--- config.mk ---
export PLATFORM = sky130hd
export DESIGN_NAME = request_retry_ctrl
export DESIGN_NICKNAME = d
export VERILOG_FILES = /design/src/rtl/request_retry_ctrl.sv
export SDC_FILE = /design/constraint.sdc
export NUM_CORES = 1
export LEC_CHECK = 0
export ABC_AREA = 1
export CAP_MARGIN = 20
export CORE_MARGIN = 3
export CORE_UTILIZATION = 40
export DETAILED_ROUTE_END_ITERATION = 12
export HOLD_SLACK_MARGIN = 0.12
export PLACE_DENSITY = 0.77
export SLEW_MARGIN = 20
export SYNTH_ARGS = -nofsm -noshare
export SYNTH_HDL_FRONTEND = slang
export SYNTH_SLANG_ARGS = --single-unit
--- constraint.sdc ---
create_clock -name clk -period 2.8 [get_ports clk]
set_clock_uncertainty 0.1 [all_clocks]
set_input_delay 0.84 -clock clk [delete_from_list [all_inputs] [get_ports clk]]
set_output_delay 0.84 -clock clk [all_outputs]
set_load 0.03 [all_outputs]
--- src/rtl/request_retry_ctrl.sv ---
// Purpose: per-request timeout/retry controller; issues one request downstream, re-issues on timeout, reports pass/fail.
// Latency: issue one cycle after accept; done one cycle after a matching response or after the final timeout.
// Backpressure: issue stalls on issue_ready (timer frozen); done is a one-cycle pulse with no backpressure.
module request_retry_ctrl #(
  parameter int TIMEOUT_BITS = 3,
  parameter int MAX_RETRIES  = 3,
  parameter int ID_WIDTH     = 8,
  localparam int RETRY_W     = (MAX_RETRIES < 1) ? 1 : $clog2(MAX_RETRIES + 1)
) (
  input  logic                clk,
  input  logic                reset,
  input  logic                req_valid,
  output logic                req_ready,
  input  logic [ID_WIDTH-1:0] req_id,
  output logic                issue_valid,
  input  logic                issue_ready,
  output logic [ID_WIDTH-1:0] issue_id,
  output logic                issue_retry,
  input  logic                resp_valid,
  input  logic [ID_WIDTH-1:0] resp_id,
  output logic                done_valid,
  output logic                done_ok,
  output logic [ID_WIDTH-1:0] done_id,
  output logic [RETRY_W-1:0]  done_retries,
  output logic                busy
);

  localparam logic [RETRY_W-1:0]      RETRY_MAX = RETRY_W'(MAX_RETRIES);
  localparam logic [TIMEOUT_BITS-1:0] TIMER_MAX = '1;

  typedef enum logic [1:0] {
    S_IDLE  = 2'd0,
    S_ISSUE = 2'd1,
    S_WAIT  = 2'd2,
    S_DONE  = 2'd3
  } state_t;

  state_t                r_state;
  state_t                w_state_nxt;
  logic [TIMEOUT_BITS-1:0] r_timer;
  logic [RETRY_W-1:0]    r_retry;
  logic [ID_WIDTH-1:0]   r_id;
  logic                  r_ok;

  logic w_timeout;
  logic w_resp_match;
  logic w_retry_max;

  assign w_timeout    = (r_timer == TIMER_MAX);
  assign w_resp_match = resp_valid && (resp_id == r_id);
  assign w_retry_max  = (r_retry == RETRY_MAX);

  // State register; reset aborts any request in flight without a done pulse.
  always_ff @(posedge clk) begin
    if (reset) begin
      r_state <= S_IDLE;
    end else begin
      r_state <= w_state_nxt;
    end
  end

  // Datapath: latched tag, retry count, timeout timer and completion status.
  always_ff @(posedge clk) begin
    if (reset) begin
      r_timer <= '0;
      r_retry <= '0;
      r_id    <= '0;
      r_ok    <= 1'b0;
    end else begin
      case (r_state)
        S_IDLE: begin
          if (req_valid) begin
            r_id    <= req_id;
            r_retry <= '0;
            r_ok    <= 1'b0;
          end
        end
        S_ISSUE: begin
          // Held at zero so every WAIT period starts from a fresh count.
          r_timer <= '0;
        end
        S_WAIT: begin
          if (w_resp_match) begin
            r_ok <= 1'b1;
          end else if (w_timeout) begin
            if (!w_retry_max) begin
              r_retry <= r_retry + RETRY_W'(1);
            end
          end else begin
            // WAIT is left at the maximum, so the timer can never wrap.
            r_timer <= r_timer + TIMEOUT_BITS'(1);
          end
        end
        default: begin
        end
      endcase
    end
  end

  // Next-state and output decode; a matching response outranks a coincident timeout.
  always_comb begin
    w_state_nxt  = r_state;
    req_ready    = 1'b0;
    issue_valid  = 1'b0;
    issue_id     = '0;
    issue_retry  = 1'b0;
    done_valid   = 1'b0;
    done_ok      = 1'b0;
    done_id      = '0;
    done_retries = '0;
    busy         = (r_state != S_IDLE);
    case (r_state)
      S_IDLE: begin
        req_ready = !reset;
        if (req_valid) begin
          w_state_nxt = S_ISSUE;
        end
      end
      S_ISSUE: begin
        issue_valid = 1'b1;
        issue_id    = r_id;
        issue_retry = (r_retry != '0);
        if (issue_ready) begin
          w_state_nxt = S_WAIT;
        end
      end
      S_WAIT: begin
        if (w_resp_match) begin
          w_state_nxt = S_DONE;
        end else if (w_timeout) begin
          w_state_nxt = w_retry_max ? S_DONE : S_ISSUE;
        end
      end
      S_DONE: begin
        done_valid   = 1'b1;
        done_ok      = r_ok;
        done_id      = r_id;
        done_retries = r_retry;
        w_state_nxt  = S_IDLE;
      end
      default: begin
        w_state_nxt = S_IDLE;
      end
    endcase
  end

endmodule

==> results.py, run 1 <==
metrics = {
    "run_status": {
        "outcome": "complete, no violations",
    },
    "setup_path": {
        "critPathKind": "reg2out",
        "reg2regPathDepth": 7,
        "critPathRequiredTime_ns": 1.86,
        "rrSetupSlack_ns": 1.31,
        "crit_path_end_kind": "output pin",
        "start_kind": "flip-flop",
        "arrival_ns": 1.76,
        "path_max_fanout": 12,
    },
    "min_path": {
        "hold_class": "reg2reg",
        "whs_path_depth": 2,
    },
    "clock_tree": {
        "root_buffer": "clkbuf_4",
        "cts.path.max_buffers": 2,
        "htreeDepth": 1,
        "hold_buffers": 0,
        "cts_tree": "built",
        "postCtsSetupBuffers": 0,
        "cts_buffers": 3,
        "worstSkewPairLatency_ns": 0.29,
        "cts_num_sinks": 16,
        "clkSlewWorstSetupHoldPaths_ns": 0.09,
    },
    "die": {
        "core_area_mm2": 0.002340,
        "die_h_um": 57.17,
        "die_area_mm2": 0.003268,
        "num_rows": 17,
        "dieWidth_um": 57.17,
        "initial_core_util": 0.4476,
        "boundaryPins": 45,
    },
    "final_layout": {
        "layout-drive-gt1-share": 0.1127,
        "n_antenna_cell": 0,
        "nNetsFinal": 239,
        "area_delta_synth_final_pct": 47.07,
    },
    "sta": {
        "slew_violations": 0,
        "fin_setup_tns_ns": 0,
        "tightestPinTransition_ns": 0.5403,
        "min_period_ns": 2.702,
        "fmax_mhz": 370.1,
        "rsz0062_at_grt": "false",
        "setup_viol": 0,
        "min_period_over_period": 0.9651,
        "hold_viol_final": 0,
        "relSlewSlack": 0.6394,
        "fin_hold_ws_ns": 0.3724,
    },
    "yosys": {
        "syn_area_mm2": 0.001047,
        "ys_seq_area_frac": 0.3059,
        "synth-async-reset-ratio": 0,
        "synth_cell_type_count": 22,
        "avgSynthCellArea_um2": 6.160,
        "ys_seq_elements": 16,
        "synth.area.top_cells": "dfxtp_1 (31%), nor2_1 (13%), inv_1 (10%), nand2_1 (10%), a21oi_1 (6.7%)",
        "synth_ff_type": "dfxtp_1",
        "ys.warnings.count": 0,
        "synth_edf_count": 0,
        "synth_area_leader_cell": "dfxtp_1",
        "syn_nets": 195,
        "syn_inst": 170,
        "post-synth-top-count-cell": "nor2_1",
        "synthTopCellsByCount": "nor2_1 (35), inv_1 (29), nand2_1 (28), dfxtp_1 (16), a21oi_1 (14)",
        "yosysTopAreaCellShare": 0.3059,
    },
    "detailed_routing": {
        "post_drt_wl_per_cell_um": 11.51,
        "routedLengthMet1_mm": 1.160,
        "met3_length_um": 166,
        "wl_met2_mm": 1.407,
        "drcViolationCount": 0,
        "highest_layer": "met4",
        "drt-total-wl_mm": 2.774,
        "vias_per_cell": 4.722,
        "dr_total_vias": 1138,
        "drt_iter0_markers": 28,
        "antenna_left": 0,
        "drtPass1Iterations": 4,
    },
    "pwr": {
        "vdd.ir_drop.worst_mv": 0.5091,
        "power_leakage_nw": 0.8202,
        "cellPowerDensity_mw_per_mm2": 641.3,
    },
    "global_routing": {
        "grtUsageTotal": 0.1769,
        "grt_max_degree": 22,
        "grt_pass1_vias": 1102,
        "antenna_found_initial": 0,
        "gr-total-overflow": 0,
        "grt_pass1_wl_mm": 4.636,
    },
    "placement": {
        "dp_hpwl_mm": 2.111,
        "gp_congestion": 0.7669,
        "io_buffer_count": 44,
    },
    "job": {
        "cap_violations": 0,
    },
}
-- per-layer routing --
layer / up-vias / track usage
met5: - / 0
met4: 0 / 0.05960
met3: 5 / 0.02715
met2: 40 / 0.3246
met1: 494 / 0.2074
li1: 599 / -
-- per-stage QoR --
| step | util | instances | instance area (um^2) | power, mW | setup slack [ns] |
|---|---|---|---|---|---|
| global route | 0.6583 | 241 | 1540 | 1.071 | 0.002057 |
| CTS | 0.6519 | 241 | 1525 | 0.9974 | 0.00005362 |
| floorplan | - | 170 | 1047 | 0.6927 | 0.4340 |
| global placement | 0.6369 | 237 | 1490 | 0.8183 | 0.3134 |
| finish | 0.6583 | 241 | 1540 | 0.9877 | 0.09786 |
| detailed placement | 0.6369 | 237 | 1490 | 0.8413 | 0.2875 |
-- kinds of logic (layout without fill, tap and decap cells) --
| family | Yosys count | count (layout) | share of synthesized area |
|---|---|---|---|
| xor gates and xnor gates | 2 | 2 | 0.01673 |
| buffers and inverters | 40 | 83 | 0.1541 |
| AOI/OAI and AO/OA | 26 | 26 | 0.1314 |
| adders and majority gates | 4 | 4 | 0.04779 |
| and+or+nand+nor | 82 | 82 | 0.3441 |
| DFF | 16 | 16 | 0.3059 |
-- repair_timing --
| action | 4_1_cts | 5_1_grt |
|---|---|---|
| resized for setup | 4 | 6 |
| endpoints found under the setup margin | 11 | 6 |
| pin swaps | 0 | 0 |
-- path summary, 6_finish.rpt --
| kind | startpoint | to |
|---|---|---|
| worst max-delay path | r_state[1] | done_id[2] |
| worst min-delay path | r_ok | r_ok |
| worst max register to register | r_state[1] | r_retry[0] |
| worst min register to register | r_ok | r_ok |
-- sequential cells by signal, summed over array words and instances, names as in the netlist --
signal / cells
r_id: 8
r_timer: 3
r_retry: 2
r_state: 2
r_ok: 1
-- worst max-delay path, stage by stage (launching register included) --
cell             delay [ns]
dfxtp_1                0.43
nand2_2                0.21
nor2_1                 0.15
clkdlybuf4s50_1        0.69
-- layout by cell type, fill, tap and decap left out, drive strengths merged --
cell type	synthesis	routed
xor2	2	2
o21ai	9	9
or2	1	1
o22ai	1	1
nor3	1	1
buf	3	1
ha	4	4
dfxtp	16	16
a21oi	15	15
dlymetal6s2s	0	6
clkdlybuf4s50	0	34
clkbuf	2	4
nand2	32	32
inv	35	35
nand3	7	7
a21boi	1	1
dlygate4sd2	0	3
nor2	40	40
nand4	1	1
-- power by group --
group / switching [mW] / internal, mW / leakage [nW] / total [mW]
Combinational: 0.323 / 0.188 / 0.667 / 0.512
Sequential: 0.0382 / 0.282 / 0.132 / 0.321
Clock: 0.0762 / 0.0793 / 0.0210 / 0.156
Total: 0.438 / 0.550 / 0.820 / 0.988
-- layout make-up --
class	instances	area [um^2]
timing repair buffer	44	449.2
multi-input combinational	114	568.0
fill	222	799.5
inverter	35	131.4
sequential	16	320.3
clock buffer	4	36.28
tap	28	35.03
No activity file was read; power rests on OpenSTA's default activity.
==> run 2: changes to the inputs <==
--- a/config.mk
+++ b/config.mk
@@ -6,7 +6,7 @@
 export NUM_CORES = 1
 export LEC_CHECK = 0
 export ABC_AREA = 1
-export CAP_MARGIN = 20
+export CAP_MARGIN = 5
 export CORE_MARGIN = 3
 export CORE_UTILIZATION = 40
 export DETAILED_ROUTE_END_ITERATION = 12
==> constraint.sdc (replaced) <==
create_clock -name clk -period 3.1 [get_ports clk]
set_clock_uncertainty 0.1 [all_clocks]
set_input_delay 0.93 -clock clk [delete_from_list [all_inputs] [get_ports clk]]
set_output_delay 0.93 -clock clk [all_outputs]
set_load 0.03 [all_outputs]
==> run 2 against run 1 <==
Compared with the run above: sequential power is 10% lower; routed wire length is 2.6% lower; worst hold slack better by 0.014 ns; critical path type unchanged; largest cell class unchanged; sequential share of layout area is 0.19 points higher; sequential cell count stayed put; worst setup slack better by 0.061 ns; clock power is 9.6% lower; die area stayed put.
==> results.py, run 2 (same netlist as run 1, synthesis figures left out) <==
metrics = {
    "sta": {
        "rsz0062_at_grt": "false",
        "fin_hold_ws_ns": 0.3863,
        "setup_viol": 0,
        "fmax_mhz": 340.0,
        "tightestPinTransition_ns": 0.5687,
        "hold_viol_final": 0,
        "setup_ws_ns": 0.1587,
        "min_period_ns": 2.941,
        "fin_setup_tns_ns": 0,
        "slew_violations": 0,
        "min_period_over_period": 0.9488,
        "relSlewSlack": 0.6204,
    },
    "setup_path": {
        "reg2regPathDepth": 7,
        "critPathKind": "reg2out",
        "critical-path-top-delay-family": "buffers and inverters",
        "cp_slowest_stage_delay_ns": 0.69,
        "critPathRequiredTime_ns": 2.07,
        "critPathBufInv": 1,
        "rr_startpoint": "r_state[1]",
        "arrival_ns": 1.91,
        "cpMaxStageDelayCell": "clkdlybuf4s50_1",
        "rrSetupSlack_ns": 1.61,
        "r2r_end": "r_retry[0]",
        "start_kind": "flip-flop",
        "path_cells": "nand2_1 -> nor2_1 -> clkdlybuf4s50_1",
        "path_max_fanout": 12,
        "crit_path_end_kind": "output pin",
    },
    "global_routing": {
        "antenna_found_initial": 0,
        "grt_max_degree": 22,
        "grt_pass1_vias": 1055,
        "grt_pass1_wl_mm": 4.443,
        "grtUsageTotal": 0.1711,
        "gr-total-overflow": 0,
    },
    "clock_tree": {
        "cts.path.max_buffers": 2,
        "hold_buffers": 0,
        "cts_tree": "built",
        "worstSkewPairLatency_ns": 0.29,
        "postCtsSetupBuffers": 0,
        "root_buffer": "clkbuf_4",
        "htreeDepth": 1,
        "cts_buffers": 3,
        "cts_num_sinks": 16,
        "clkSlewWorstSetupHoldPaths_ns": 0.09,
        "cts.repair.resized": 0,
    },
    "final_layout": {
        "n_antenna_cell": 0,
        "largest_reg_flops": 8,
        "final_common_cell": "clkdlybuf4s50_1",
        "final_cell_mix": "clkdlybuf4s50_1 (43), nor2_1 (35), inv_1 (29), nand2_1 (28), dfxtp_1 (16)",
        "nNetsFinal": 239,
        "final_core_util": 0.6524,
        "final_area_mm2": 0.001526,
        "top_register": "r_id",
        "layout-drive-gt1-share": 0.1080,
        "area_delta_synth_final_pct": 45.76,
        "finalNonFillerCells": 241,
        "reg_top3": "r_id (8), r_timer (3)",
    },
    "detailed_routing": {
        "dr_total_vias": 1115,
        "drt_iter0_markers": 16,
        "drcViolationCount": 0,
        "antenna_left": 0,
        "post_drt_wl_per_cell_um": 11.21,
        "vias_per_cell": 4.627,
        "drt-total-wl_mm": 2.701,
        "drtPass1Iterations": 4,
    },
    "pwr": {
        "p_clk_frac": 0.157,
        "net-switching-power_mw": 0.3933,
        "swShare": 0.4399,
        "power.total_mw": 0.8943,
        "p_comb_frac": 0.520,
        "cellPowerDensity_mw_per_mm2": 585.8,
        "vdd.ir_drop.worst_mv": 0.4863,
        "p_int_mw": 0.5009,
        "power_frac_seq": 0.322,
        "power_leakage_nw": 0.6980,
    },
    "placement": {
        "post_dp_cell_area_mm2": 0.001490,
        "io_buffer_count": 44,
        "place_ws_ns": 0.3727,
        "gp_congestion": 0.7695,
        "dp_hpwl_mm": 2.090,
        "dp_cells": 237,
    },
    "die": {
        "die_area_mm2": 0.003268,
        "core_area_mm2": 0.002340,
        "die_h_um": 57.17,
        "initial_core_util": 0.4476,
        "num_rows": 17,
        "boundaryPins": 45,
        "dieWidth_um": 57.17,
    },
    "min_path": {
        "whs_path_depth": 2,
        "hold_class": "reg2reg",
        "worstHoldStart": "r_ok",
        "whs_endpoint": "r_ok",
    },
    "run_status": {
        "outcome": "complete, no violations",
    },
    "job": {
        "cap_violations": 0,
    },
}
==> run 2: area by class of cell <==
type,count,area [um^2]
Fill cell,225,813.3
Timing Repair Buffer,44,437.9
Multi-Input combinational cell,114,565.5
Tap cell,28,35.03
Clock buffer,4,36.28
Sequential cell,16,320.3
Inverter,35,131.4
==> run 2: power groups by stage <==
stage | Sequential, mW | Combinational, mW | Clock [mW]
finish | 0.288 | 0.465 | 0.141
floorplan | 0.286 | 0.339 | 0
global route | 0.294 | 0.521 | 0.150
CTS | 0.288 | 0.470 | 0.146
global placement | 0.289 | 0.450 | 0
detailed placement | 0.293 | 0.467 | 0
==> run 2: worst register-to-register path: cells and delay by family (launching register included) <==
kind                   cells  cell delay, ns
and+or+nand+nor            5            0.38
buffers and inverters      2            0.50
DFF                        1            0.41
==> run 2: metal layers <==
layer  GRT usage  vias up  wire length [um]
met1      0.1956      479              1187
met4     0.06954        0                41
li1            -      597                 -
met2      0.3148       34              1302
met5           0        -                 0
met3     0.02489        5               169
==> run 2: how the worst max path moves through the flow <==
stage | from | endpoint | slack (ns) | cells past startpoint
after global routing | r_state[1] | done_id[6] | 0.03 | 3
after floorplan | r_state[0] | issue_id[0] | 0.64 | 5
after global placement | reset | req_ready | 0.44 | 3
final | r_state[1] | done_id[6] | 0.16 | 3
after detailed placement | reset | req_ready | 0.37 | 3
after CTS | r_state[1] | done_id[6] | 0.12 | 3
